$ cat config.mk
export PLATFORM = sky130hd
export DESIGN_NAME = command_parse_and_encapsulate_mcnt
export DESIGN_NICKNAME = d
export VERILOG_FILES = /design/src/rtl/command_parse_and_encapsulate_mcnt_pkg.sv /design/src/rtl/cnt_snapshot_bank.sv /design/src/rtl/command_parse_and_encapsulate_mcnt.sv
export SDC_FILE = /design/constraint.sdc
export NUM_CORES = 1
export LEC_CHECK = 0
export CAP_MARGIN = 5
export CORE_ASPECT_RATIO = 0.7
export CORE_MARGIN = 2
export CORE_UTILIZATION = 43
export CTS_CLUSTER_DIAMETER = 30
export CTS_CLUSTER_SIZE = 24
export DETAILED_ROUTE_END_ITERATION = 12
export GPL_TIMING_DRIVEN = 0
export PLACE_DENSITY = 0.89
export SYNTH_ARGS = -nofsm -noshare
export SYNTH_HDL_FRONTEND = slang
export SYNTH_SLANG_ARGS = --single-unit
$ cat constraint.sdc
create_clock -name i_clk -period 8.6 [get_ports i_clk]
set_input_delay 1.72 -clock i_clk [delete_from_list [all_inputs] [get_ports i_clk]]
set_output_delay 1.72 -clock i_clk [all_outputs]
set_load 0.02 [all_outputs]
$ cat src/rtl/command_parse_and_encapsulate_mcnt_pkg.sv
// Shared definitions for the multi-channel counter read/clear register window.
package command_parse_and_encapsulate_mcnt_pkg;

    localparam int OFFSET_W = 19;
    localparam int CLR_BIT  = 0;

    typedef enum logic {
        WORD_LO = 1'b0,
        WORD_HI = 1'b1
    } wordSel_e;

endpackage

$ cat src/rtl/cnt_snapshot_bank.sv
// Per-channel snapshot registers that let a wide counter be read coherently
// as a low word followed by a high word.
module cnt_snapshot_bank
    import command_parse_and_encapsulate_mcnt_pkg::*;
#(
    parameter int NUM_CNT   = 4,
    parameter int CNT_WIDTH = 48,
    parameter int CH_W      = 2
) (
    input  logic                 clk_i,
    input  logic                 rst_i,
    input  logic                 wrEn_i,
    input  logic [CH_W-1:0]      ch_i,
    input  logic [CNT_WIDTH-1:0] wrData_i,
    output logic [31:0]          rdHi_o
);

    logic [CNT_WIDTH-1:0] snap_q [NUM_CNT];

    always_ff @(posedge clk_i) begin
        if (rst_i) begin
            for (int k = 0; k < NUM_CNT; k++) begin
                snap_q[k] <= '0;
            end
        end else if (wrEn_i) begin
            snap_q[ch_i] <= wrData_i;
        end
    end

    // Counters of 32 bits or less have no high word, so the shift yields zero.
    assign rdHi_o = 32'(64'(snap_q[ch_i]) >> 32);

endmodule

$ cat src/rtl/command_parse_and_encapsulate_mcnt.sv
// Fixed-address register window exposing NUM_CNT statistics counters with
// registered read returns, coherent wide reads and clear pulses.
module command_parse_and_encapsulate_mcnt
    import command_parse_and_encapsulate_mcnt_pkg::*;
#(
    parameter int              NUM_CNT    = 4,
    parameter int              CNT_WIDTH  = 48,
    parameter logic [18:0]     BASE_ADDR  = 19'h0,
    parameter bit              READ_CLEAR = 1'b0
) (
    input  logic                         i_clk,
    input  logic                         i_rst,
    input  logic [18:0]                  iv_addr,
    input  logic                         i_addr_fixed,
    input  logic [31:0]                  iv_wdata,
    input  logic                         i_wr_irx,
    input  logic                         i_rd_irx,
    output logic                         o_wr_irx,
    output logic [18:0]                  ov_addr_irx,
    output logic                         o_addr_fixed_irx,
    output logic [31:0]                  ov_rdata_irx,
    input  logic [NUM_CNT*CNT_WIDTH-1:0] iv_cnt,
    output logic [NUM_CNT-1:0]           ov_cnt_clr
);

    localparam int CH_W = (NUM_CNT > 1) ? $clog2(NUM_CNT) : 1;
    localparam logic [OFFSET_W-1:0] WINDOW_SIZE = OFFSET_W'(2 * NUM_CNT);

    logic [OFFSET_W-1:0]  offset;
    logic                 hit;
    logic [CH_W-1:0]      ch;
    wordSel_e             wordSel;
    logic                 wrHit;
    logic                 rdHit;
    logic                 rdLoHit;
    logic                 clrCmd;
    logic [CNT_WIDTH-1:0] liveArr [NUM_CNT];
    logic [CNT_WIDTH-1:0] liveCnt;
    logic [31:0]          snapHi;
    logic                 unusedWdata;

    logic                 rspValid_d, rspValid_q;
    logic [18:0]          rspAddr_d, rspAddr_q;
    logic                 rspFixed_d, rspFixed_q;
    logic [31:0]          rspData_d, rspData_q;
    logic [NUM_CNT-1:0]   clr_d, clr_q;

    // Addresses below the base wrap to a huge offset and fall outside the window.
    assign offset  = iv_addr - BASE_ADDR;
    assign hit     = i_addr_fixed && (offset < WINDOW_SIZE);
    assign ch      = offset[CH_W:1];
    assign wordSel = wordSel_e'(offset[0]);

    assign wrHit   = i_wr_irx && hit;
    assign rdHit   = i_rd_irx && !i_wr_irx && hit;
    assign rdLoHit = rdHit && (wordSel == WORD_LO);
    assign clrCmd  = wrHit && (wordSel == WORD_LO) && iv_wdata[CLR_BIT];

    assign unusedWdata = ^iv_wdata[31:1];

    for (genvar k = 0; k < NUM_CNT; k++) begin : g_live
        assign liveArr[k] = iv_cnt[k*CNT_WIDTH +: CNT_WIDTH];
    end
    assign liveCnt = liveArr[ch];

    cnt_snapshot_bank #(
        .NUM_CNT   (NUM_CNT),
        .CNT_WIDTH (CNT_WIDTH),
        .CH_W      (CH_W)
    ) u_snap (
        .clk_i    (i_clk),
        .rst_i    (i_rst),
        .wrEn_i   (rdLoHit),
        .ch_i     (ch),
        .wrData_i (liveCnt),
        .rdHi_o   (snapHi)
    );

    always_comb begin
        rspValid_d = 1'b0;
        rspAddr_d  = '0;
        rspFixed_d = 1'b0;
        rspData_d  = '0;
        clr_d      = '0;
        if (rdHit) begin
            rspValid_d = 1'b1;
            rspAddr_d  = iv_addr;
            rspFixed_d = i_addr_fixed;
            rspData_d  = (wordSel == WORD_LO) ? 32'(liveCnt) : snapHi;
        end
        if (clrCmd || (READ_CLEAR && rdLoHit)) begin
            clr_d[ch] = 1'b1;
        end
    end

    always_ff @(posedge i_clk) begin
        if (i_rst) begin
            rspValid_q <= 1'b0;
            rspAddr_q  <= '0;
            rspFixed_q <= 1'b0;
            rspData_q  <= '0;
            clr_q      <= '0;
        end else begin
            rspValid_q <= rspValid_d;
            rspAddr_q  <= rspAddr_d;
            rspFixed_q <= rspFixed_d;
            rspData_q  <= rspData_d;
            clr_q      <= clr_d;
        end
    end

    assign o_wr_irx         = rspValid_q;
    assign ov_addr_irx      = rspAddr_q;
    assign o_addr_fixed_irx = rspFixed_q;
    assign ov_rdata_irx     = rspData_q;
    assign ov_cnt_clr       = clr_q;

endmodule

# After elaboration in Yosys (flattened, before gate mapping)
# Memory sizes are Yosys's and may differ from the RTL's.
# Index checks and enable logic that the tools add are counted.
# word_totals
register_bits	57
mem_bits_rw	192
input_bits	248
n_memories	1
# mem_list
name	words	width	read_ports	rd_clocked_by_memory_dff	wr	line	text
u_snap.snap_q	4	48	1	0	4	cnt_snapshot_bank.sv:18	logic [CNT_WIDTH-1:0] snap_q [NUM_CNT];
# classes
n_lt_le_gt_ge	4
muxes	15
n_bitwise	4
n_reduce_logical	13
# op_table
cell	n
$mux W48	3
$bmux W48 S2	1
$reduce_or A48 Y1	1
$lt A19 B4 Y1 const B	1
$mux W16	1
$logic_and A1 B1 Y1	8
$mux W1	8
$reduce_or A2 Y1	2
$ge A3 B3 Y1 const B	1
$lt A2 B3 Y1 const B	1
$not A1 Y1	3
$not A2 Y3	1
$reduce_or A3 Y1	1
$demux W1 S2	1
$ge A2 B1 Y1 const B	1
$mux W2	1
$logic_not A1 Y1	1

# Depth between registers and ports, before layout
# depth
word_depth	9
depth_mapped	7
depth_no_buf	4

# Modules after synthesis
# From an unflattened synthesis, not the netlist that was laid out.
# hier_totals
hier_cells	595
hier_area_um2	6487.5
# by_module_without_submodules
mod	instances	cells_each	area_each_um2
command_parse_and_encapsulate_mcnt	1	396	3528.4
cnt_snapshot_bank	1	199	2959.1

# Least setup slack after synthesis
# OpenSTA, ideal clock, no wires.
# synth_timing
path_kind	input -> register
from	input port iv_addr[17]
to	memory u_snap.snap_q[0][32] (enable)
setup_time_ns	0.414
arrival_ns	4.022
required_ns	8.186
slack_ns	4.163
cell_stages	3
path_buffers	0
cell_sequence	or4_1 > or3_4 > o31ai_1
# synth_lines
item	line	text
from (decl)	command_parse_and_encapsulate_mcnt.sv:13	input logic [18:0] iv_addr,
to (decl)	cnt_snapshot_bank.sv:18	

==> metrics.log <==
[metrics] Initial DRC Count: 257
[metrics] post-CTS resize count: 0
[metrics] cell area after technology mapping: about 5700 um2
[metrics] count of pins over their slew limit: 0
[metrics] Setup WS pre-CTS: 3.87 ns
[metrics] # Post-CTS Setup Buffers: 0
[metrics] Slew Limit Headroom: 33.7%
[metrics] yosys synthesis warning count: 0
[metrics] GP Congestion: approximately 0.86
[metrics] type of the worst min-delay path: flop to flop
[metrics] Max Cap Viol: 0
[metrics] Cells after Synth: between 300 and 400
[metrics] register bit count reported by yosys: 121
[metrics] final clock skew: between 0.006 and 0.007 ns
[metrics] cell taking the most area after synthesis: edfxtp_1
[metrics] async set-or-reset flop fraction in the synthesized netlist: 0%
[metrics] clock insertion delay at the later pin of the skew report: a little over 0.4 ns
[metrics] global routing usage summed across all routing layers: between 20% and 30%
[metrics] placed standard-cell area: a little under 9000 um2
[metrics] total iterations of the first detailed-routing run: 4
[metrics] WP data arrival: between 4 and 5 ns
[metrics] number of cells on the worst reg-to-reg path: 3
[metrics] Worst Hold Slack: ~0.71 ns
[metrics] CTS sink count: between 100 and 150
[metrics] number of clock buffers inserted by TritonCTS: 17
[metrics] number of global-route vias before repair: between 4000 and 5000
[metrics] Residual DRC: 0
[metrics] Longest Clk Path Bufs: 2
[metrics] Max Freq: between 200 and 250 MHz
[metrics] final worst-path setup slack: ~4.3 ns
[metrics] Worst Tran Pin Value: slightly below 1 ns
[metrics] horizontal extent of the die: approximately 140 um
[metrics] min cycle time layout: between 4 and 5 ns
[metrics] WS Path Type: primary input to flop
[metrics] count of inserted antenna diode cells: 0
[metrics] # H-tree levels: 4
[metrics] fin area: about 9400 um2
[metrics] fraction of final layout cells with drive strength greater than 1: approximately a fifth
[metrics] via count: between 4000 and 5000
[metrics] pin count of the biggest net entering global routing: 17
[metrics] maximum vdd ir drop: between 0.0001 and 0.00015 V
[metrics] status: complete, no violations
[metrics] Post-CTS Hold Buffers: 0
[metrics] per-cell via count in the routed design: 5.19
[metrics] clock slew at reported path FFs: around 0.060 ns
[metrics] number of cells on the worst hold path: 3
[metrics] syn_area_per_cell: 15.6 um2
[metrics] cells taking the most area after synthesis: edfxtp_1 (34%), mux4_2 (25%), dfxtp_1 (20%)
[metrics] number of I/O pins: 305
[metrics] standby leakage power: approximately 0.0035 uW
[metrics] power density over the cells: around 180 nW/um2
[metrics] antenna viol nets, final: 0
[metrics] placed insts: roughly 820
[metrics] Total Die Area: 14100 um2
[metrics] total wire length: between 15000 and 20000 um
[metrics] Unique masters post-synth: 32
[metrics] Post-synth EDFFs: 64
[metrics] global route overflow: 0
[metrics] Final Hold Vio Count: 0
[metrics] Post-layout nets: 917
[metrics] share of Yosys cell area claimed by the top area cell type: roughly 34%
[metrics] non-filler instance count after layout: between 800 and 900
[metrics] initial standard-cell utilization of the core: between 40% and 50%
[metrics] port bufs: 272
[metrics] global-route wire length before repair: 25900 um
[metrics] CTS root buf: clkbuf_16
[metrics] standard cell core area: 13000 um2
[metrics] required time reported for the critical path endpoint: 8.63 ns
[metrics] CP Capture Type: flop
[metrics] total negative slack for setup checks: 0 ns
[metrics] kind of launch point of the worst setup path: primary input
[metrics] Final period util: roughly half
[metrics] Area Growth Syn to Fin: 65.1%
[metrics] placed wire-length estimate: 13400 um
[metrics] setup repair after global routing missed its margin: false
[metrics] critical path fanouts, max: 16
[metrics] TritonCTS clock tree: built
[metrics] most frequently used flop master after synthesis: edfxtp_1
[metrics] Placement Rows: 35
[metrics] per-cell routed wire length: approximately 21 um
[metrics] proportion of synthesized chip area in sequential cells: between 50% and 60%
[metrics] final count of negative-setup-slack endpoints: 0
[metrics] number of antenna violations at the first check in global routing: 0
[metrics] die height: roughly 100 um
synthesized netlist by cell type (2+ instances only):
| cell | n |
|---|---|
| clkbuf_1 | 6 |
| o2bb2ai_2 | 9 |
| edfxtp_1 | 64 |
| buf_1 | 6 |
| nor3_4 | 2 |
| or2_1 | 3 |
| and2_1 | 64 |
| buf_2 | 10 |
| nor3_1 | 3 |
| nor4_1 | 4 |
| mux4_2 | 64 |
| dfxtp_1 | 57 |
| nor2_1 | 4 |
| and3_1 | 16 |
| nand2_1 | 3 |
| buf_4 | 4 |
| or4_1 | 2 |
| inv_1 | 21 |
| o2bb2ai_1 | 7 |
worst max-delay path, stage by stage:
cell and delay, ns:
clkdlybuf4s50_1 0.39, or4_1 0.57, or3_4 0.47, nor3_4 0.39
or2_1 0.79
flip-flops by register name, summed over array words and instances, names as in the netlist:
register	flops
o_addr_fixed_irx	1
o_wr_irx	1
ov_addr_irx	19
ov_cnt_clr	4
ov_rdata_irx	32
u_snap.snap_q	64
worst paths after layout:
check                          to                  from  slack, ns
min               ov_rdata_irx[1]  u_snap.snap_q[2][33]       0.71
max          u_snap.snap_q[1][47]           iv_addr[17]       4.29
min reg2reg       ov_rdata_irx[1]  u_snap.snap_q[2][33]       0.71
max reg2reg      ov_rdata_irx[10]  u_snap.snap_q[3][42]       7.40
per-stage QoR:
stage          total power [uW]  utilization [%]
2_1_floorplan               725                -
3_3_place_gp                852             66.5
3_5_place_dp                859             66.7
4_1_cts                    1660             71.9
5_1_grt                    1700             71.9
6_report                   1660             71.9
cell families after synthesis:
logic type      count (synthesis)  share of synthesized area (%)
compound gates                 18                           3.69
buf+inv                        49                           3.87
flops                         121                           54.1
mux                            64                           25.4
other cells                     1                         0.0662
simple gates                  109                           12.9
report_power, final:
group          switching, uW  internal, uW
Combinational           72.6           144
Sequential              5.28           626
Clock                    263           545
metal layers:
layer | vias up | global-route usage (%) | share of wire (%)
li1 | 1993 | - | -
met1 | 2180 | 31.3 | 39
met2 | 213 | 44.7 | 52
met3 | 15 | 5.58 | 7.8
met4 | 0 | 6.15 | 0.92
met5 | - | 0 | 0
cell usage in the layout, fill, tap and decap left out, drive strengths merged:
master and instances:
clkdlybuf4s50 272, or3 1, o31ai 1, and2 64, and3 16, inv 25
bufinv 6, nand2 3, or3b 1, nand3 1, buf 22, o2bb2ai 16
nand4 1, or2 3, edfxtp 64, dfxtp 57, nor2 5, or4 2
or4b 1, o21ai 1, clkinv 4, nor3 5, nor4b 1, clkinvlp 2
nor4 5, conb 16, clkbuf 23, mux4 64
area by class of cell:
cell class                 instances  area (um2)
tap                              166         208
timing repair buffer             273        2730
multi-input combinational        207        2460
sequential                       121        3060
clock buffer                      17         425
buffer                            27         136
fill                             857        3650
inverter                          22        82.6
clock inverter                    15         246
No activity file was read; power rests on OpenSTA's default activity.
==> edit: new RTL, same flow settings <==
Reset style: asynchronous (`i_rst` and `rst_i`), changed in 2 clocked blocks.
--- a/src/rtl/cnt_snapshot_bank.sv
+++ b/src/rtl/cnt_snapshot_bank.sv
@@ -17,7 +17,7 @@
 
     logic [CNT_WIDTH-1:0] snap_q [NUM_CNT];
 
-    always_ff @(posedge clk_i) begin
+    always_ff @(posedge clk_i or posedge rst_i) begin
         if (rst_i) begin
             for (int k = 0; k < NUM_CNT; k++) begin
                 snap_q[k] <= '0;
--- a/src/rtl/command_parse_and_encapsulate_mcnt.sv
+++ b/src/rtl/command_parse_and_encapsulate_mcnt.sv
@@ -93,7 +93,7 @@
         end
     end
 
-    always_ff @(posedge i_clk) begin
+    always_ff @(posedge i_clk or posedge i_rst) begin
         if (i_rst) begin
             rspValid_q <= 1'b0;
             rspAddr_q  <= '0;
Behaviour: differs if i_rst is asserted again (counterexample within 4 cycles, from zero or initial values and one cycle with i_rst high); with i_rst held inactive, the same outputs for 4 cycles.
==> edit against the unedited design <==
Clock power down 15%; cell area shrank 2.5%; sequential cell count unchanged; cell count shrank 1.9%; total power shrank 13%; synthesized area shrank 2.0%; worst setup slack improved by 460 ps; sequential share of layout area rose by 0.46 points; wire length down 0.14%; critical path type unchanged; critical endpoint is now u_snap.snap_q[83]$_DFFE_PP0P_.
==> edit: results (changes against the unedited design) <==
status=complete, no violations; Synth area leaders=dfrtp_1 55%, mux4_2 19%, mux2_2 13%; clk slew on worst S/H paths=60 ps (about the same); CP max stage delay=670 ps (-120 ps); Leak=0.00395 µW (+13%); max reg flops=64 (unchanged); Setup WS pre-CTS=4290 ps (+421 ps); via/cell ratio=5.17 (-0.42%); slowest stage cell, crit path=nor4_4; 1st-iter DRT viols=135 (-47%); register area share after synthesis=54.5% (+0.47 points); Unique masters post-synth=25 (-22%); routed wire length=17500 µm (-0.14%); worst relative slew slack=47.4% (+14 points); crit-path max FO=10 (-6); layout cells sized above 1=24.2% (+5.0 points); Post-synth top cells=121 x dfrtp_1, 62 x mux2_2, 48 x mux4_2; first-pass GRT wire length=26900 µm (+3.8%); Async SR Flop Fraction=100% (+100 points); I/O Buffers=270 (-0.74%); HP Class=flip-flop to flip-flop; final net count=905 (-1.3%); maximum vdd drop=0.000134 V (+7.5%); initial antenna violation count=0 (unchanged); placed cell area=8550 µm² (-1.5%); Layout Skew=6.95 ps (+0.226 ps); mux share of post-synthesis cell area=32.5% (+7.0 points); GRT Total Usage=26.2% (+1.2 points); Main synth FF type=dfrtp_1; DP Wirelength=13300 µm (-0.89%); RD Place Congestion=0.937 (+8.6%); number of global-route vias before repair=4794 (+2.8%); complex-gate fraction of the synthesized area=1.80% (-1.9 points); largest net degree at the start of global routing=105 (+88); critical path arrival=4150 ps (-190 ps)
edit: kinds of logic (layout without fill, tap and decap cells):
logic type,count (synthesis),in the layout
other,1,16
flip-flops,121,121
multiplexers,112,112
buffers and inverters,55,358
AND/OR/NAND/NOR,47,47
AO/OA/AOI/OAI,16,16
edit: layout make-up:
type	count	area, µm²
well taps	162	203
clock inverters	15	145
plain buffers	21	115
repair buffers	271	2730
flip-flops and latches	121	3030
inverters	34	133
clock buffers	17	425
fillers	851	3390
multi-input cells	191	2340
edit: final timing paths:
check	start	end	slack, ps	cells past startpoint
min reg2reg	u_snap.snap_q[80]$_DFFE_PP0P_	u_snap.snap_q[80]$_DFFE_PP0P_	500	1
max	iv_addr[8]	u_snap.snap_q[83]$_DFFE_PP0P_	4740	6
max reg2reg	u_snap.snap_q[36]$_DFFE_PP0P_	ov_rdata_irx[4]$_DFF_PP0_	7390	3
min in group asynchronous	i_rst	ov_addr_irx[15]$_DFF_PP0_	1620	2
min	u_snap.snap_q[80]$_DFFE_PP0P_	u_snap.snap_q[80]$_DFFE_PP0P_	500	1
max in group asynchronous	i_rst	u_snap.snap_q[44]$_DFFE_PP0P_	6200	3
edit: report_power, final:
group	leakage (µW)	switching (µW)	total [µW]	internal, µW
sequential	0.00165	1.22	575	573
combinational	0.00203	60.6	184	124
clock	0.000265	281	683	403
total	0.00395	342	1440	1100
edit: per-layer routing:
metal	up-vias	GRT usage (%)	share of wire, %
met4	0	8.46	1.6
met2	198	45.2	52
met1	2194	32.0	39
met3	22	7.68	8.1
li1	1886	-	-
met5	-	0	0
edit: stage by stage:
step	cells	utilization, %	hold slack [ps]
after floorplan	367	-	452
after global placement	799	68.1	467
after detailed placement	800	68.3	478
after CTS	832	72.9	507
after global routing	832	72.9	514
final	832	72.9	501
